===== src/rtl/mac_pkg.sv =====
// rtl/mac_pkg.sv - shared constants, state enum and tag type for the MAC sequencer
package mac_pkg;

  localparam int DEPTH   = 10;
  localparam int ADDR_W  = 4;
  localparam int RES_W   = 17;
  localparam int ACC_W   = 21;
  localparam int RD_LAT  = 2;
  localparam int DSP_LAT = 3;
  localparam int LAT     = RD_LAT + DSP_LAT;

  typedef enum logic [1:0] {
    ST_IDLE,
    ST_ISSUE,
    ST_DRAIN,
    ST_DONE
  } state_t;

  typedef struct packed {
    logic              valid;
    logic [ADDR_W-1:0] idx;
  } tag_t;

endpackage


===== src/rtl/mac_tag_pipe.sv =====
// rtl/mac_tag_pipe.sv - fixed-depth tag shift register tracking BRAM + DSP latency
module mac_tag_pipe
  import mac_pkg::*;
#(
  parameter int DEPTH_P = LAT
) (
  input  logic clk,
  input  logic reset,
  input  logic flush,
  input  tag_t tag_in,
  output tag_t tag_out
);

  tag_t stage [DEPTH_P];

  // Shift one tag per cycle; flush empties every stage so no stale result strobes escape
  always_ff @(posedge clk or posedge reset) begin
    if (reset) begin
      for (int i = 0; i < DEPTH_P; i++) stage[i] <= '0;
    end else if (flush) begin
      for (int i = 0; i < DEPTH_P; i++) stage[i] <= '0;
    end else begin
      stage[0] <= tag_in;
      for (int i = 1; i < DEPTH_P; i++) stage[i] <= stage[i-1];
    end
  end

  assign tag_out = stage[DEPTH_P-1];

endmodule


===== src/rtl/mac_sequencer.sv =====
// rtl/mac_sequencer.sv - one-pass BRAM address sequencer with aligned MAC result strobe and sum
module mac_sequencer
  import mac_pkg::*;
#(
  parameter int DEPTH   = mac_pkg::DEPTH,
  parameter int ADDR_W  = mac_pkg::ADDR_W,
  parameter int RES_W   = mac_pkg::RES_W,
  parameter int ACC_W   = mac_pkg::ACC_W,
  parameter int RD_LAT  = mac_pkg::RD_LAT,
  parameter int DSP_LAT = mac_pkg::DSP_LAT
) (
  input  logic              clk,
  input  logic              reset,
  input  logic              start,
  input  logic [ADDR_W-1:0] len,
  input  logic              abort,
  output logic              busy,
  output logic              done,
  output logic              err,
  output logic              bram_en,
  output logic [ADDR_W-1:0] bram_addr,
  input  logic [RES_W-1:0]  mac_p,
  output logic              res_valid,
  output logic [ADDR_W-1:0] res_idx,
  output logic [ACC_W-1:0]  acc_sum
);

  localparam int                LAT_P   = RD_LAT + DSP_LAT;
  localparam logic [ADDR_W-1:0] DEPTH_L = ADDR_W'(DEPTH);

  state_t            state;
  logic [ADDR_W-1:0] len_q;
  logic              len_ok;
  logic              flush;
  tag_t              tag_in;
  tag_t              tag_out;

  assign len_ok = (len != '0) && (len <= DEPTH_L);
  assign flush  = abort && (state != ST_IDLE);

  // The issued address doubles as the element index carried alongside the data
  assign tag_in = '{valid: bram_en, idx: bram_addr};

  mac_tag_pipe #(
    .DEPTH_P (LAT_P)
  ) u_tag_pipe (
    .clk     (clk),
    .reset   (reset),
    .flush   (flush),
    .tag_in  (tag_in),
    .tag_out (tag_out)
  );

  assign res_valid = tag_out.valid;
  assign res_idx   = tag_out.idx;

  // Pass control, issue counter and running sum with registered outputs
  always_ff @(posedge clk or posedge reset) begin
    if (reset) begin
      state     <= ST_IDLE;
      len_q     <= '0;
      busy      <= 1'b0;
      done      <= 1'b0;
      err       <= 1'b0;
      bram_en   <= 1'b0;
      bram_addr <= '0;
      acc_sum   <= '0;
    end else begin
      done <= 1'b0;
      err  <= 1'b0;
      if (res_valid) acc_sum <= acc_sum + {{(ACC_W-RES_W){1'b0}}, mac_p};

      if (abort && state != ST_IDLE) begin
        state     <= ST_IDLE;
        busy      <= 1'b0;
        bram_en   <= 1'b0;
        bram_addr <= '0;
      end else begin
        case (state)
          ST_IDLE: begin
            if (start) begin
              if (len_ok) begin
                len_q     <= len;
                acc_sum   <= '0;
                state     <= ST_ISSUE;
                busy      <= 1'b1;
                bram_en   <= 1'b1;
                bram_addr <= '0;
              end else begin
                err <= 1'b1;
              end
            end
          end
          ST_ISSUE: begin
            if (bram_addr == len_q - 1'b1) begin
              state     <= ST_DRAIN;
              bram_en   <= 1'b0;
              bram_addr <= '0;
            end else begin
              bram_addr <= bram_addr + 1'b1;
            end
          end
          ST_DRAIN: begin
            if (res_valid && res_idx == len_q - 1'b1) begin
              state <= ST_DONE;
              done  <= 1'b1;
            end
          end
          ST_DONE: begin
            state <= ST_IDLE;
            busy  <= 1'b0;
          end
          default: state <= ST_IDLE;
        endcase
      end
    end
  end

endmodule


===== config.mk =====
export PLATFORM = sky130hd
export DESIGN_NAME = mac_sequencer
export DESIGN_NICKNAME = d
export VERILOG_FILES = /design/src/rtl/mac_pkg.sv /design/src/rtl/mac_tag_pipe.sv /design/src/rtl/mac_sequencer.sv
export SDC_FILE = /design/constraint.sdc
export NUM_CORES = 1
export LEC_CHECK = 0
export ABC_AREA = 0
export CAP_MARGIN = 20
export CORE_MARGIN = 2
export CORE_UTILIZATION = 35
export CTS_BUF_LIST = sky130_fd_sc_hd__clkbuf_4 sky130_fd_sc_hd__clkbuf_8
export CTS_CLUSTER_SIZE = 30
export DETAILED_ROUTE_END_ITERATION = 10
export PLACE_DENSITY = 0.59
export SYNTH_ARGS = -nofsm -noshare
export SYNTH_HDL_FRONTEND = slang
export SYNTH_HIERARCHICAL = 1
export SYNTH_SLANG_ARGS = --single-unit
export TNS_END_PERCENT = 50

===== constraint.sdc =====
create_clock -name clk -period 4 [get_ports clk]
set_input_delay 0.8 -clock clk [delete_from_list [all_inputs] [get_ports clk]]
set_output_delay 0.8 -clock clk [all_outputs]
set_load 0.05 [all_outputs]

Yosys cells after proc, flatten, opt, wreduce, memory -nomap -nowiden --
Index checks and enable logic that the tools add are counted.
Cells by class: add/subtract/negate cells 3, order comparisons 1, equal/unequal tests 9, multiplexer cells 31, bitwise gates (word level) 1, reductions and logical operators 13
Operators by type and width (count):
- 21-bit two-way mux | 5
- 25-bit two-way mux | 1
- 21-bit by 17-bit adder with 21-bit output | 1
- 4-bit two-way mux | 4
- 1-bit two-way mux | 12
- 3-bit inequality test, second input constant | 4
- 4-bit AND reduction | 3
- 2-bit two-way mux | 5
- 4-bit == test | 2
- 2-bit case mux with 4 select lines | 1
- 4-bit case mux with 2 select lines | 1
- 3-bit AND reduction | 2
- 3-bit nonzero test | 2
- 4-bit by 1-bit adder with 4-bit output, second input constant | 1
- 2-bit == test, second input constant | 2
- 4-bit <= comparator, second input constant | 1
- 1-bit case mux with 2 select lines | 2
- 4-bit nonzero test | 1
- 4-bit by 1-bit subtractor with 4-bit output, second input constant | 1
- 1-bit logical AND | 3
- 2-bit by 1-bit == test with 1-bit output, second input constant | 1
- 2-bit zero test | 1
- 2-bit nonzero test | 1
- 1-bit inverter | 1
Storage, ports and cells: register bits 60, input port bits 25, word-level logic and storage cells 76

Longest topological paths before layout --
depth in word-level cells 6, gate-level depth with buffers 8, mapped depth without buffers 7

Hierarchy --
Netlist, hierarchy kept.
By module, submodules not included:
- mac_sequencer | times used 1, cells each 305, area an instance 2691.3 um^2, seq. area each 875.8 um^2
- mac_tag_pipe | times used 1, cells each 58, area an instance 839.6 um^2, seq. area each 625.6 um^2

Worst setup path before layout --
Ideal clock, no wire load.
path type input to register, from input port mac_p[0], to register acc_sum[16], data arrival time 2.465 ns, data required time 3.918 ns, path slack 1.453 ns, stages on the path 7, path buffers 0, cell sequence ha_1 -> fa_1 -> a211oi_1 -> o21a_1 -> nor3_1 -> or3_1 -> a31oi_1
Between the ends: cells in the longest elaborated chain, start to end 6
RTL lines:
- start: declaration | line mac_sequencer.sv:22 | input logic [RES_W-1:0] mac_p,
- 21-bit by 17-bit adder with 21-bit output (*) | line mac_sequencer.sv:71 | if (res_valid) acc_sum <= acc_sum + {{(ACC_W-RES_W){1'b0}}, mac_p};
- 21-bit two-way mux (*) | line mac_sequencer.sv:71
- 21-bit two-way mux | line mac_sequencer.sv:82 | if (len_ok) begin
- 21-bit two-way mux | line mac_sequencer.sv:81 | if (start) begin
- 21-bit two-way mux | line mac_sequencer.sv:79 | case (state)
- 21-bit two-way mux (*) | line mac_sequencer.sv:73 | if (abort && state != ST_IDLE) begin
- end signal: assignment | line mac_sequencer.sv:71
- end: declaration | line mac_sequencer.sv:25 | output logic [ACC_W-1:0] acc_sum
Mark *: on every way between the ends. The rest lies on a longest branch, timed or not. A chain may end at the register's enable or synchronous reset.

Worst setup path in the final report --
Ends and elaborated chain as after synthesis.

==> reports/results.txt <==
Routability cong. - 0.818
Hold_buf cts - 0
# diodes - 0
Initial antenna violation count - 0
Slew headroom - 0.388
Hold Crit Class - flop to flop
Period utilisation layout - 0.705
Worst R2R Setup Slack - 1.66 ns
Arrival time at the worst endpoint - 3.09 ns
Drt via density - 5.20
Ys flop type - dfrtp_1
Avg Inst Size Synth - 9.73 um^2
Clk buf depth - 2
Setup-violating endpoint count in the final report - 0
CTS Buf Count - 9
Global route overflow - 0
Worst r2r src - acc_sum[0]
Run status - complete, no violations
Tightest Pin Transition - 0.917 ns
Crit-path slowest cell - fa_1
Delay-heaviest family, CP - compound AO/OA/AOI/OAI gates
Final Skew - 0.00777 ns
R2R depth - 7
Ys async rst share - 1.00
H-tree level count - 3
Max_cap viols - 0
Number of fill cells - 968
I/O pins - 59
Critical Path RT - 4.27 ns
Layout cells sized above 1 - 0.0802
Post-synth EDFFs - 0
Mapped Cells - 363
Simple-Gate Fraction of Synth Area - 0.191
Mapped Nets - 412
Leak - 0.00194 uW
Pre-Repair DR Iteration Count - 4
PnR worst setup slack - 1.18 ns
Largest cells by area after synthesis - dfrtp_1 43%, ha_1 8.2%, o21ai_0 4.4%, nor2b_1 4.3%, nand2_1 3.7%
Pre-CTS WS - 0.835 ns
Area delta synth->final - 24.9%
CTS Sinks - 60
Post-route design area - 4410 um^2
Largest family of logic cells by synthesized area - compound AO/OA/AOI/OAI gates
Hold path cells - 1
Core Area - 9770 um^2
Final WL - 8.63 mm
Iteration-0 DRC Markers - 133
XOR/XNOR Fraction of Synth Area - 0.0425
Number of synthesized register bits - 60
Routed Antenna Nets - 0
GR Util All Layers - 0.164
Worst Setup Path Type - primary input to flop
Number of distinct library cells after synthesis - 58
Post-cts gate resize count - 0
Pins Over Slew Limit - 0
Hold Fails Final Rpt - 0
Total negative slack - 0 ns
Dpl cell area - 4220 um^2
Largest net degree at the start of global routing - 36
Yosys top cell area share - 0.425
First-pass GRT wire length - 14.2 mm
Initial Util - 0.361
Wire per inst - 15.5 um
Post-CTS Setup Bufs - 0
Number of global-route vias before repair - 2808
Die H - 104 um
Die Footprint - 10900 um^2
Fraction of the mapped netlist area in adder cells - 0.0872
Critical Path Stages - 8
Via count - 2898
PD cells - 739 nW/um^2
WP buf/inv - 1
Crit path time final - 2.82 ns
RSZ-0062 raised after global routing - no
Worst setup SP type - primary input
Crit-path max FO - 4
Fmax - 0.355 GHz
RR Endpoint - acc_sum[16]
Sequential area share after synthesis - 0.425
Synth area leader - dfrtp_1
Critical path endpoint category - flop
Die Width - 104 um
Port Buf Inserts - 58
Most frequent cells after synthesis - 60 x dfrtp_1, 35 x nand2_1, 31 x o21ai_0, 24 x nor2b_1, 23 x ha_1
Synthesis Warnings - 6
Nets - 469
Start point of the worst hold path - u_tag_pipe/stage[10]
Worst VDD drop - 0.347 mV
Cell Area, Synth - 3530 um^2
Clock tree from TritonCTS - yes
Compound-cell area share of the yosys netlist - 0.203
# DRC - 0
Worst-path clk slew - 0.07 ns
Max incr delay on CP - 0.43 ns
Root buf cell - clkbuf_8
# rows - 36
Cell Chain, Critical Path - clkdlybuf4s50_1 -> ha_1 -> fa_1 -> a211oi_1 -> o21a_1 -> nor3_1 -> or3_1 -> a31oi_1
Hold EP - u_tag_pipe/stage[5]
Most numerous cell in the Yosys netlist - dfrtp_1
Clk_lat worst skew - 0.34 ns
Hpwl dp - 6.04 mm
Post-synthesis mux area share - 0.0113
-- registers in the layout (all words and copies together) (netlist names) --
signal,cells
busy,1
acc_sum,21
u_tag_pipe/tag_out,5
u_tag_pipe/stage,20
len_q,4
bram_addr,4
state,2
done,1
err,1
bram_en,1
-- worst reg2reg max path, stage by stage (launching register included) --
cell      delay [ns]
dfrtp_1         0.39
ha_1            0.23
fa_1            0.43
a211oi_1        0.37
o21a_1          0.27
nor3_1          0.10
or3_1           0.32
a31oi_1         0.15
-- per-layer routing --
layer / track usage / part of all wire / up-vias
met5: 0 / 0 / -
met4: 0.0579 / 0.013 / 0
met3: 0.0357 / 0.044 / 10
met2: 0.260 / 0.46 / 61
met1: 0.222 / 0.48 / 1387
li1: - / - / 1440
-- cell families after synthesis --
family,Yosys count
AO/OA/AOI/OAI,107
buffers and inverters,28
multiplexers,4
AND/OR/NAND/NOR,126
adder cells (fa/ha/maj),24
flip-flops,60
XOR/XNOR,14
-- where the power goes --
part	switching (uW)	internal [uW]	total (uW)	leakage, uW
clock network	248	307	555	0.0000948
registers	136	762	897	0.000808
logic	1130	677	1810	0.00104
total	1510	1750	3260	0.00194
-- cell type report --
type                    instances  area [um^2]  area share
inverters                      12         45.0      0.0102
multi-input cells             275         1890       0.429
clock buffers                  11          145      0.0329
clock inverters                 4         50.0      0.0113
repair buffers                 62          611       0.138
flip-flops and latches         60         1500       0.340
well taps                     133          166      0.0377
-- how the worst max path moves through the flow --
stage | from | endpoint | slack, ns
5_1_grt | mac_p[0] | acc_sum[16] | 1.07
6_report | mac_p[0] | acc_sum[16] | 1.18
3_5_place_dp | mac_p[0] | acc_sum[16] | 0.83
3_3_place_gp | mac_p[0] | acc_sum[16] | 0.83
2_1_floorplan | mac_p[0] | acc_sum[16] | 1.45
4_1_cts | mac_p[0] | acc_sum[16] | 1.19
-- cell usage in the layout, fill, tap and decap left out, drive strengths merged, types with 2 or more instances in the layout --
cell type	count
o21a	6
o21ai	32
o211ai	4
a211oi	14
buf	4
nand3	10
nor3	7
or3	2
or4	3
nand2	35
nand2b	2
a21o	5
a31oi	4
dfrtp	60
a2111o	2
a21oi	19
clkinvlp	2
nor3b	3
nand4	4
and3	3
ha	23
nor2b	24
clkbuf	11
a31o	2
a211o	4
nor4	3
o2111ai	4
nor2	22
xnor3	2
or2	2
inv	12
o21bai	2
xnor2	4
mux2i	4
xor2	8
clkdlybuf4s50	58
-- metrics by stage --
step	util	hold WS (ns)	total power (uW)	std cells
2_1_floorplan	-	0.439	2220	363
3_3_place_gp	0.431	0.442	2690	542
3_5_place_dp	0.431	0.448	2710	542
4_1_cts	0.451	0.462	3280	557
5_1_grt	0.451	0.480	3500	557
6_report	0.451	0.457	3260	557
Power figures use the tool's default switching activity.
